[config.mk]
export PLATFORM = sky130hd
export DESIGN_NAME = axis_trans_pipe
export DESIGN_NICKNAME = d
export VERILOG_FILES = /design/src/rtl/axis_trans_pipe.sv
export SDC_FILE = /design/constraint.sdc
export NUM_CORES = 1
export LEC_CHECK = 0
export CORE_UTILIZATION = 51
export DETAILED_ROUTE_END_ITERATION = 12
export DONT_BUFFER_PORTS = 1
export GPL_TIMING_DRIVEN = 0
export PLACE_DENSITY = 0.75
export SYNTH_ARGS = -nofsm -noshare
export SYNTH_HDL_FRONTEND = slang
export SYNTH_SLANG_ARGS = --single-unit
[constraint.sdc]
create_clock -name clk -period 5 [get_ports clk]
set_input_delay 0.5 -clock clk [delete_from_list [all_inputs] [get_ports clk]]
set_output_delay 0.5 -clock clk [all_outputs]
set_load 0.01 [all_outputs]
[src/rtl/axis_trans_pipe.sv]
// Two-stage axis fold: pass / negate / abs / reflect about PIVOT,
// with saturation to W bits and a sticking saturation counter.
module axis_trans_pipe #(
    parameter int                    M     = 4,
    parameter int                    N     = 8,
    parameter logic signed [M+N-1:0] PIVOT = '0,
    parameter int                    CNT_W = 16
) (
    input  logic             clk,
    input  logic             rst_n,
    input  logic             in_valid,
    output logic             in_ready,
    input  logic [M+N-1:0]   in_data,
    input  logic [1:0]       in_mode,
    output logic             out_valid,
    input  logic             out_ready,
    output logic [M+N-1:0]   out_data,
    output logic             out_sign,
    output logic             out_sat,
    output logic [CNT_W-1:0] sat_cnt,
    input  logic             cnt_clr
);
    localparam int W = M + N;
    localparam logic signed [W:0] MAXV = {2'b00, {(W-1){1'b1}}};
    localparam logic signed [W:0] MINV = {2'b11, {(W-1){1'b0}}};

    logic             r_s1_valid;
    logic signed [W:0] r_d;
    logic [1:0]       r_mode;
    logic             r_neg;
    logic             r_out_valid;
    logic [W-1:0]     r_out_data;
    logic             r_out_sign;
    logic             r_out_sat;
    logic [CNT_W-1:0] r_cnt;

    logic             w_s2_en;
    logic             w_s1_en;
    logic signed [W:0] w_x;
    logic signed [W:0] w_p;
    logic signed [W:0] w_d;
    logic signed [W:0] w_r;
    logic             w_fold;
    logic             w_hi;
    logic             w_lo;
    logic [W-1:0]     w_res;
    logic             w_inc;

    assign w_s2_en  = !r_out_valid || out_ready;
    assign w_s1_en  = !r_s1_valid || w_s2_en;
    assign in_ready = w_s1_en && rst_n;

    // One extra bit keeps -MIN and x-PIVOT exact before clamping.
    assign w_x = {in_data[W-1], in_data};
    assign w_p = {PIVOT[W-1], PIVOT};

    always_comb begin
        w_d = w_x;
        case (in_mode)
            2'd1:    w_d = -w_x;
            2'd3:    w_d = w_x - w_p;
            default: w_d = w_x;
        endcase
    end

    always_ff @(posedge clk or negedge rst_n) begin
        if (!rst_n) begin
            r_s1_valid <= 1'b0;
            r_d        <= '0;
            r_mode     <= 2'd0;
            r_neg      <= 1'b0;
        end else if (w_s1_en) begin
            r_s1_valid <= in_valid;
            if (in_valid) begin
                r_d    <= w_d;
                r_mode <= in_mode;
                r_neg  <= w_d[W];
            end
        end
    end

    assign w_fold = r_mode[1] && r_neg;
    assign w_r    = w_fold ? -r_d : r_d;
    assign w_hi   = w_r > MAXV;
    assign w_lo   = w_r < MINV;

    always_comb begin
        w_res = w_r[W-1:0];
        if (w_hi)
            w_res = MAXV[W-1:0];
        else if (w_lo)
            w_res = MINV[W-1:0];
    end

    always_ff @(posedge clk or negedge rst_n) begin
        if (!rst_n) begin
            r_out_valid <= 1'b0;
            r_out_data  <= '0;
            r_out_sign  <= 1'b0;
            r_out_sat   <= 1'b0;
        end else if (w_s2_en) begin
            r_out_valid <= r_s1_valid;
            if (r_s1_valid) begin
                r_out_data <= w_res;
                r_out_sign <= w_fold;
                r_out_sat  <= w_hi || w_lo;
            end
        end
    end

    assign w_inc = r_out_valid && out_ready && r_out_sat;

    // Clear beats a coincident increment; the count saturates at all-ones.
    always_ff @(posedge clk or negedge rst_n) begin
        if (!rst_n)
            r_cnt <= '0;
        else if (cnt_clr)
            r_cnt <= '0;
        else if (w_inc && (r_cnt != {CNT_W{1'b1}}))
            r_cnt <= r_cnt + CNT_W'(1);
    end

    assign out_valid = r_out_valid;
    assign out_data  = r_out_data;
    assign out_sign  = r_out_sign;
    assign out_sat   = r_out_sat;
    assign sat_cnt   = r_cnt;
endmodule

==> impl_metrics.toml <==
[yosys]
netlist.area_leader.share_pct = 44.2
post_synth_num_cell_types = 48
netlist.top_cell.by_area = "dfrtp_1"
syn-instance-count = 280
synth_enable_flop_cells = 0
synthMostInstantiatedCell = "dfrtp_1"
yosys-top-cells-count = "dfrtp_1 (46), nor2_1 (35), nand2_1 (29)"
async_reset_ff_share_pct = 100
post_synthesis_area_per_instance_um2 = 9.30
synth_net_count = 302
synth-seq-area-share_pct = 44.2
top_cells_by_area_synth = "dfrtp_1 (44%), xor2_1 (7.1%), nor2_1 (5.0%), o21ai_0 (4.8%), nand2_1 (4.2%)"
ys_seq_elements = 46
synth_warnings = 0
dominantRegCellSynth = "dfrtp_1"
netlist_area_um2 = 2600

[route]
postRouteAntennaNets = 0
vias = 2066
detail_route.vias_per_cell = 5.80
wl_per_cell_um = 14.5
wl_mm = 5.18
drt_pass1_iterations = 5
remaining_drc_errors = 0
first_iter_violations = 90

[critical_path]
ff2ff_setup_slack_ns = 2.86
setup.worst_path.class = "reg -> reg"
crit_path_start = "r_d[0]"
cp-start-kind = "flop"
worst_r2r_endpoint = "out_data[2]"
rr_worst_depth = 7
critical_path_required_ns = 5.14
worst_ep_arrival_time_ns = 2.28
end_kind = "flop"
worstReg2RegStart = "r_d[0]"
critical_path.max_fanout = 10

[timing]
final_min_period_over_clock_period_pct = 42.8
grt_setup_unrepaired = "no"
slew-limit-headroom_pct = 57.9
slew_viol_final = 0
finClkSkew_ns = 0.00765
worst_pin_slew_ns = 0.626
timing.fmax_mhz = 468
setup-tns-final_ns = 0
setup_viol = 0
final.setup.worst_slack_ns = 2.86
final_hold_viol_count = 0
min_period_ns = 2.14

[die]
die_area_um2 = 5390
floorplan.die.width_um = 73.5
initial_core_util_pct = 54.1
floorplan.io_pins = 51
core_area_um2 = 4820
std_cell_rows = 25
floorplan.die.height_um = 73.5

[placed_design]
place.detailed.hpwl_mm = 3.89
dp_slack_ns = 2.87
gp_congestion = 0.882
place.detailed.instances = 347
port_buffers = 0

[clocking]
clk-insertion-delay-late_ns = 0.29
cts_tree = "done"
cts_made_buffers = 5
clk_transition_reported_paths_ns = 0.08
root_buffer = "clkbuf_8"
cts_setup_buffers = 0
cts_hold_buf = 1
clock_path_buffers = 2
cts.sink_count = 46
cts_htree_levels = 2
cts-resized-gates = 0

[power]
ir_worst_vdd_v = 0.000128
p_leak_nw = 1.15
power_density_nw_per_um2 = 334
total_power_w = 0.000937

[finish]
layout-drive-gt1-share_pct = 9.00
finish.utilization_pct = 58.3
multiInputGateArea_um2 = 1380
n_antenna_cell = 0
final-seq-area_um2 = 1150
area_growth_synth_to_finish_pct = 7.78
fillCellCount = 456
final_nets = 310
finalNonFillerCells = 356

[global_route]
gr-usage-met3_pct = 3.57
grtUsageMet2_pct = 31.5
initial_antenna_violation_count = 0
gr-total-overflow = 0
grt.met1_usage_pct = 30.8
grt_max_degree = 47
gr-max-usage-layer = "met2"
global_route_wire_length_before_repair_mm = 8.79
grt_pass1_vias = 1912
groute.usage.overall_pct = 20.8

[outcome]
status = "finished, final reports clean"

[flow_run]
drv.max_cap_violation_count = 0

[hold_path]
timing.hold.worst.class = "in -> async"
[placed cells by master (no fill, tap or decap), types with 2 or more instances in the layout]
cell type  count
dfrtp_1       46
a311oi_1       9
o2111ai_1      2
a31oi_1        5
or3_1          3
o21ai_0       25
and2_1         5
nand4b_1       2
buf_2          3
xnor2_1       10
and4_1         2
and4_4         2
nand2_1       29
a41oi_1        2
mux2i_1        3
nand3_1        3
clkbuf_1       7
nor2_1        35
and3_1         3
xor2_1        21
o21ai_1        2
inv_1          5
a21oi_1        9
ha_1           3
o31ai_1        4
clkbuf_8       6
nand2b_1       5
nor3_1         9
nand4_2        3
o211ai_1       5
[stage by stage]
stage / hold WS (ns) / cell area (um^2)
floorplan: 0.204 / 2600
global placement: 0.205 / 2690
detailed placement: 0.205 / 2690
CTS: 0.0458 / 2810
global route: 0.0526 / 2810
finish: 0.0463 / 2810
[routing by layer]
layer	up-vias	wire, um
li1	1022	-
met1	984	2570
met2	56	2330
met3	4	239
met4	0	40
met5	-	0
[power by group]
group	internal, W	switching, W
Combinational	0.0000862	0.000114
Sequential	0.000431	0.0000786
Clock	0.000112	0.000115
[logic make-up after synthesis]
logic type	Yosys count	share of synthesized area [%]
multiplexers	4	1.59
AND/OR/NAND/NOR	111	22.2
flip-flops	46	44.2
AO/OA/AOI/OAI	69	17.4
adder cells (fa/ha/maj)	3	1.44
buffers and inverters	16	2.74
XOR/XNOR	31	10.4
[cell type report]
class                      instances  area share [%]
sequential                        46            41.0
clock inverter                     1           0.178
inverter                           5           0.669
clock buffer                       7            3.08
multi-input combinational        218            49.2
buffer                            11            1.87
tap                               67            2.99
timing repair buffer               1           0.981
[worst max-delay path, cell delays in order (launching register included)]
cell and delay (ns):
dfrtp_1 0.42, inv_1 0.10, ha_1 0.23, or4b_4 0.48, buf_6 0.15, a211o_1 0.26, o21ai_2 0.18, a311oi_1 0.17
[how the worst max path moves through the flow]
| stage | end | slack (ns) | depth (start not counted) |
|---|---|---|---|
| final | out_data[2] | 2.86 | 7 |
| after global routing | out_data[5] | 2.73 | 7 |
| after CTS | out_data[2] | 2.85 | 7 |
| after detailed placement | out_data[2] | 2.87 | 7 |
| after global placement | out_data[3] | 2.91 | 7 |
| after floorplan | out_data[3] | 3.10 | 7 |
[flip-flops by register name, indices dropped and copies added (netlist names)]
register    flops
r_d            13
out_sign        1
out_sat         1
r_mode          1
out_valid       1
r_s1_valid      1
out_data       12
sat_cnt        16
Power figures use the tool's default switching activity.
